### config.mk
export PLATFORM = sky130hd
export DESIGN_NAME = fetch_unit
export DESIGN_NICKNAME = d
export VERILOG_FILES = /design/src/rtl/fetch_unit.sv
export SDC_FILE = /design/constraint.sdc
export NUM_CORES = 1
export LEC_CHECK = 0
export ABC_AREA = 1
export CAP_MARGIN = 15
export CORE_MARGIN = 2
export CORE_UTILIZATION = 45
export CTS_CLUSTER_DIAMETER = 40
export DETAILED_ROUTE_END_ITERATION = 10
export GPL_ROUTABILITY_DRIVEN = 0
export GPL_TIMING_DRIVEN = 0
export PLACE_DENSITY_LB_ADDON = 0.25
export RECOVER_POWER = 25
export SYNTH_ARGS = -nofsm -noshare
export SYNTH_HDL_FRONTEND = slang
export SYNTH_SLANG_ARGS = --single-unit
### constraint.sdc
create_clock -name clk -period 2.8 [get_ports clk]
set_clock_uncertainty 0.15 [all_clocks]
set_input_delay 0.42 -clock clk [delete_from_list [all_inputs] [get_ports clk]]
set_output_delay 0.42 -clock clk [all_outputs]
set_load 0.02 [all_outputs]
### src/rtl/fetch_unit.sv
// Instruction fetch front end: ROM request pipeline feeding a 2-entry
// {instruction, pc} buffer toward decode, with redirect flush.
module fetch_unit #(
    parameter logic [15:0] RESET_PC = 16'h0000,
    parameter logic [15:0] PC_STEP  = 16'h0001
) (
    input  logic        clk,
    input  logic        reset,
    output logic [15:0] rom_address,
    input  logic [15:0] rom_q,
    input  logic        redirect_valid,
    input  logic [15:0] redirect_target,
    input  logic        decode_ready,
    output logic        instr_valid,
    output logic [15:0] instr_out,
    output logic [15:0] instr_pc,
    output logic [1:0]  occupancy
);

    logic [15:0] r_pc;
    logic        r_infl;
    logic [15:0] r_infl_pc;
    logic [15:0] r_instr [2];
    logic [15:0] r_ipc   [2];
    logic        r_head;
    logic [1:0]  r_cnt;

    logic        w_pop;
    logic        w_push;
    logic        w_fire;
    logic        w_wr;
    logic [1:0]  w_pending;

    assign occupancy   = r_cnt;
    assign instr_valid = !reset && (r_cnt != 2'd0) && !redirect_valid;
    assign instr_out   = r_instr[r_head];
    assign instr_pc    = r_ipc[r_head];
    assign rom_address = reset          ? RESET_PC :
                         redirect_valid ? redirect_target : r_pc;

    assign w_pop     = instr_valid && decode_ready;
    assign w_push    = r_infl && !redirect_valid;
    assign w_pending = r_cnt + {1'b0, r_infl};
    // Requests are throttled so buffered plus in-flight words never exceed 2.
    assign w_fire    = redirect_valid || (w_pending < 2'd2) || w_pop;
    assign w_wr      = r_head ^ r_cnt[0];

    always_ff @(posedge clk) begin
        if (reset) begin
            r_pc      <= RESET_PC;
            r_infl    <= 1'b0;
            r_infl_pc <= RESET_PC;
            r_head    <= 1'b0;
            r_cnt     <= 2'd0;
        end else begin
            r_infl <= w_fire;
            if (w_fire) begin
                r_infl_pc <= rom_address;
                r_pc      <= rom_address + PC_STEP;
            end else if (redirect_valid) begin
                r_pc <= redirect_target;
            end
            if (redirect_valid) begin
                r_cnt  <= 2'd0;
                r_head <= 1'b0;
            end else begin
                r_cnt  <= r_cnt + {1'b0, w_push} - {1'b0, w_pop};
                r_head <= r_head ^ w_pop;
            end
        end
    end

    always_ff @(posedge clk) begin
        if (w_push) begin
            r_instr[w_wr] <= rom_q;
            r_ipc[w_wr]   <= r_infl_pc;
        end
    end

    a_no_overflow: assert property (
        @(posedge clk) disable iff (reset)
        !(w_push && !w_pop && r_cnt == 2'd2)
    );

endmodule

==> flow_summary.rst <==
.. list-table::
   :header-rows: 1

   * - Metric
     - Value
   * - Clock Latency Late Sink
     - 0.36 ns
   * - Htree depth
     - 3
   * - Endpoint class of the critical path
     - primary output
   * - Fin Hold WS
     - 0.196 ns
   * - Number of diodes added for antenna fixing
     - 0
   * - Sequential-to-total area share from yosys stat
     - 0.605
   * - Fillers
     - 823
   * - Synthesis warning total
     - 0
   * - Mean routed wirelength per cell
     - ~13 um
   * - Iteration-0 DRC Markers
     - 193
   * - Post-synthesis cell area
     - 0.00437 mm^2
   * - Post-detailed-route count of antenna-violating nets
     - 0
   * - Number of primary I/O pins
     - 87
   * - Critical-path top delay cell
     - sky130_fd_sc_hd__clkdlybuf4s50_1
   * - Leftover overflow at the end of global routing
     - 0
   * - Via-per-instance ratio
     - about 4.8
   * - Hold path cells
     - 2
   * - Full die area
     - roughly 0.011 mm^2
   * - Worst-case register-to-register setup slack
     - between 0.6 and 0.7 ns
   * - Post-synthesis instance total
     - about 470
   * - Number of distinct standard cells referenced by the synthesized netlist
     - 31
   * - Number of buffers inserted to repair setup after CTS
     - 0
   * - DRC
     - 0
   * - Total vias in the final route
     - roughly 3.4k
   * - Actual transition at the worst max-transition pin
     - about 0.93 ns
   * - Net Count, Synth
     - 510
   * - Outcome
     - finished, final reports clean
   * - Routed wire length
     - 9290 um
   * - Hold path startpoint
     - reset
   * - Worst-case hold path end point
     - r_infl_pc[11]$_SDFFE_PP0N_
   * - Growth of design area from synthesis to finish
     - 28.3%
   * - # nets final
     - 605
   * - Share of the clock period used by the worst path after layout
     - 0.956
   * - Worst min path class
     - input port to flop
   * - Mean instance size in the synthesized netlist
     - 9.27 um^2
   * - Antenna violations before repair
     - 0
   * - Final Hold Violating Endpoints
     - 0
   * - Port-buffer cells
     - 85
   * - Number of detailed-routing iterations run before antenna repair
     - 5
   * - Cell at the root of the clock tree
     - sky130_fd_sc_hd__clkbuf_8
   * - Height of the die
     - slightly above 100 um
   * - Critical R2R Capture
     - r_ipc[0][8]$_DFFE_PP_
   * - Chip width
     - 103 um
   * - Number of sinks handled by clock tree synthesis
     - 100
   * - Total of max-cap violations
     - 0
   * - Crit Path Max Fanout
     - 10
   * - Setup TNS Final
     - 0 ns
   * - Number of rows in the core area
     - 35
   * - Depth of the most critical reg-to-reg path
     - 3
   * - First-pass GRT wire length
     - ~15,000 um
   * - Maximum count of clock buffers along a single path
     - 2
   * - Effective utilization at floorplan
     - 0.468
   * - Number of flip-flops and latches in the synthesized netlist
     - 100
   * - Crit path DAT
     - 2.11 ns
   * - Startpoint type of the worst setup path
     - input port
   * - Relative slew slack
     - 0.377
   * - Number of global-route vias before repair
     - 3,262
   * - Overall track demand over capacity in global routing
     - 0.183
   * - Post-DP HPWL
     - 6700 um
   * - Leak Pwr
     - 2.48 nW
   * - Type of the setup path with the least slack
     - input port to primary output
   * - Clock transition at the register clock pins on the worst setup and hold paths after CTS
     - 0.10 ns
   * - Fraction of layout cells with a size suffix above 1
     - 0.116
   * - Worst path required time
     - around 2.2 ns
   * - Maximum resistive drop on vdd
     - about 0.24 mV
   * - Unrepaired setup endpoints after global routing
     - no
   * - Worst setup margin
     - 0.123 ns
   * - Largest stage delay, worst path
     - 0.61 ns
   * - Number of max-slew violations in the final report
     - 0
   * - TritonCTS buffer count
     - 9
   * - Critical Path Start
     - redirect_valid
   * - Start of the worst register-to-register path
     - r_head$_SDFF_PP0_
   * - Core area
     - a little over 0.009 mm^2
   * - CTS tree
     - done
   * - Cell taking the most area after synthesis
     - sky130_fd_sc_hd__edfxtp_1
   * - Max Clock Freq
     - 0.374 GHz
   * - Post-Place Worst Slack
     - -0.0655 ns
   * - Area share of the largest cell type after synthesis
     - 0.440
   * - Total Power Consumption
     - 2.91 mW
   * - Min cycle time layout
     - 2.68 ns
   * - Final setup fails
     - 0
   * - Worst path most repeated cell
     - sky130_fd_sc_hd__clkdlybuf4s50_1
   * - Largest net degree at the start of global routing
     - 33
   * - Cell types with the largest area share after synthesis
     - sky130_fd_sc_hd__edfxtp_1 44%, sky130_fd_sc_hd__dfxtp_1 17%, sky130_fd_sc_hd__nand2_1 15%, sky130_fd_sc_hd__nand3_1 3.9%, sky130_fd_sc_hd__inv_1 3.8%
   * - Total power divided by cell area
     - 520 mW/mm^2
   * - Crit path cell chain
     - clkdlybuf4s50_1 > inv_2 > buf_6 > nand2_4 > nand3_4 > inv_1 > clkdlybuf4s50_1
[layout make-up]
type                    instances  area [um^2]  area share
flip-flops and latches        100         2640       0.472
multi-input cells             304         1440       0.257
repair buffers                 85          863       0.154
inverters                      49          185      0.0331
well taps                     129          161      0.0288
clock buffers                   9          124      0.0221
plain buffers                  17          118      0.0210
clock inverters                 7         67.6      0.0121
[cells in the mapped netlist]
library cell / n
sky130_fd_sc_hd__nand2_1: 170
sky130_fd_sc_hd__edfxtp_1: 64
sky130_fd_sc_hd__inv_1: 44
sky130_fd_sc_hd__dfxtp_1: 36
sky130_fd_sc_hd__nand3_1: 34
sky130_fd_sc_hd__nor2_1: 27
sky130_fd_sc_hd__o21ai_0: 22
sky130_fd_sc_hd__a21oi_1: 9
sky130_fd_sc_hd__clkbuf_1: 8
sky130_fd_sc_hd__nor2_2: 6
sky130_fd_sc_hd__nand2_2: 5
sky130_fd_sc_hd__nand2_4: 5
sky130_fd_sc_hd__nand3_2: 5
sky130_fd_sc_hd__buf_2: 4
sky130_fd_sc_hd__inv_2: 4
sky130_fd_sc_hd__buf_4: 3
sky130_fd_sc_hd__ha_1: 3
sky130_fd_sc_hd__nor2_4: 3
sky130_fd_sc_hd__buf_6: 2
sky130_fd_sc_hd__nand4_1: 2
sky130_fd_sc_hd__nor3_1: 2
sky130_fd_sc_hd__o21ai_1: 2
sky130_fd_sc_hd__or2_2: 2
sky130_fd_sc_hd__xnor2_1: 2
sky130_fd_sc_hd__a21boi_0: 1
sky130_fd_sc_hd__and2_1: 1
sky130_fd_sc_hd__buf_12: 1
sky130_fd_sc_hd__clkinv_1: 1
sky130_fd_sc_hd__mux2i_1: 1
sky130_fd_sc_hd__nand3_4: 1
sky130_fd_sc_hd__nor3_2: 1
[cell usage in the layout, fill, tap and decap left out, types with 3 or more instances in the layout]
| cell type | count |
|---|---|
| sky130_fd_sc_hd__nand2_1 | 170 |
| sky130_fd_sc_hd__edfxtp_1 | 64 |
| sky130_fd_sc_hd__clkdlybuf4s50_1 | 60 |
| sky130_fd_sc_hd__inv_1 | 44 |
| sky130_fd_sc_hd__dfxtp_1 | 36 |
| sky130_fd_sc_hd__nand3_1 | 34 |
| sky130_fd_sc_hd__nor2_1 | 25 |
| sky130_fd_sc_hd__o21ai_0 | 22 |
| sky130_fd_sc_hd__dlygate4sd3_1 | 11 |
| sky130_fd_sc_hd__a21oi_1 | 9 |
| sky130_fd_sc_hd__clkbuf_8 | 9 |
| sky130_fd_sc_hd__dlymetal6s2s_1 | 8 |
| sky130_fd_sc_hd__nor2_2 | 6 |
| sky130_fd_sc_hd__dlygate4sd2_1 | 6 |
| sky130_fd_sc_hd__nand2_4 | 5 |
| sky130_fd_sc_hd__nand2_2 | 5 |
| sky130_fd_sc_hd__nand3_2 | 5 |
| sky130_fd_sc_hd__nor2_4 | 5 |
| sky130_fd_sc_hd__clkbuf_2 | 5 |
| sky130_fd_sc_hd__inv_2 | 4 |
| sky130_fd_sc_hd__buf_2 | 4 |
| sky130_fd_sc_hd__inv_6 | 4 |
| sky130_fd_sc_hd__buf_4 | 3 |
| sky130_fd_sc_hd__ha_1 | 3 |
[power by group]
part	internal (mW)	switching, mW	total, mW
clock	0.349	0.543	0.891
combinational	0.157	0.213	0.370
sequential	1.63	0.0216	1.65
[logic make-up (layout without fill, tap and decap cells)]
kind of cell,after synthesis,after routing,synth area share
multiplexers,1,1,0.00229
flip-flops,100,100,0.605
buffers and inverters,67,167,0.0685
XOR/XNOR,2,2,0.00401
AND/OR/NAND/NOR,264,264,0.272
AO/OA/AOI/OAI,34,34,0.0395
adder cells (fa/ha/maj),3,3,0.00860
[layer usage]
metal | GRT usage | wire [um] | up-vias
li1 | - | - | 1703
met1 | 0.224 | 4170 | 1556
met2 | 0.319 | 4390 | 109
met3 | 0.0339 | 595 | 13
met4 | 0.0728 | 123 | 0
met5 | 0 | 0 | -
[timing repair]
action | CTS | global route
setup endpoints to repair | 36 | 8
endpoints found under the hold margin | 0 | 0
hold buffers | 0 | 0
resized for setup | 12 | 8
[how the worst max path moves through the flow]
stage          depth (start not counted)  slack (ns)                      end
2_1_floorplan                          3        0.13  r_instr[0][0]$_DFFE_PP_
3_3_place_gp                           5       -1.17  r_instr[0][2]$_DFFE_PP_
3_5_place_dp                           6       -0.07          rom_address[14]
4_1_cts                                8       0.006          rom_address[11]
5_1_grt                                5       0.007            instr_out[11]
6_report                               7        0.12           rom_address[1]
[state kept, by name, indices dropped and copies added, names as in the netlist]
| name | count |
|---|---|
| r_ipc | 32 |
| r_head | 1 |
| r_pc | 16 |
| r_infl | 1 |
| r_infl_pc | 16 |
| occupancy | 2 |
| r_instr | 32 |
[per-stage QoR]
step | util | cells | instance area [um^2]
2_1_floorplan | - | 471 | 4370
3_3_place_gp | 0.577 | 685 | 5380
3_5_place_dp | 0.578 | 685 | 5390
4_1_cts | 0.598 | 700 | 5580
5_1_grt | 0.601 | 700 | 5600
6_report | 0.601 | 700 | 5600
[critical path: cells and delay by family]
| family | cells | cell delay, ns |
|---|---|---|
| buf+inv | 5 | 1.54 |
| simple gates | 2 | 0.13 |
(Power assumes the default switching activity.)
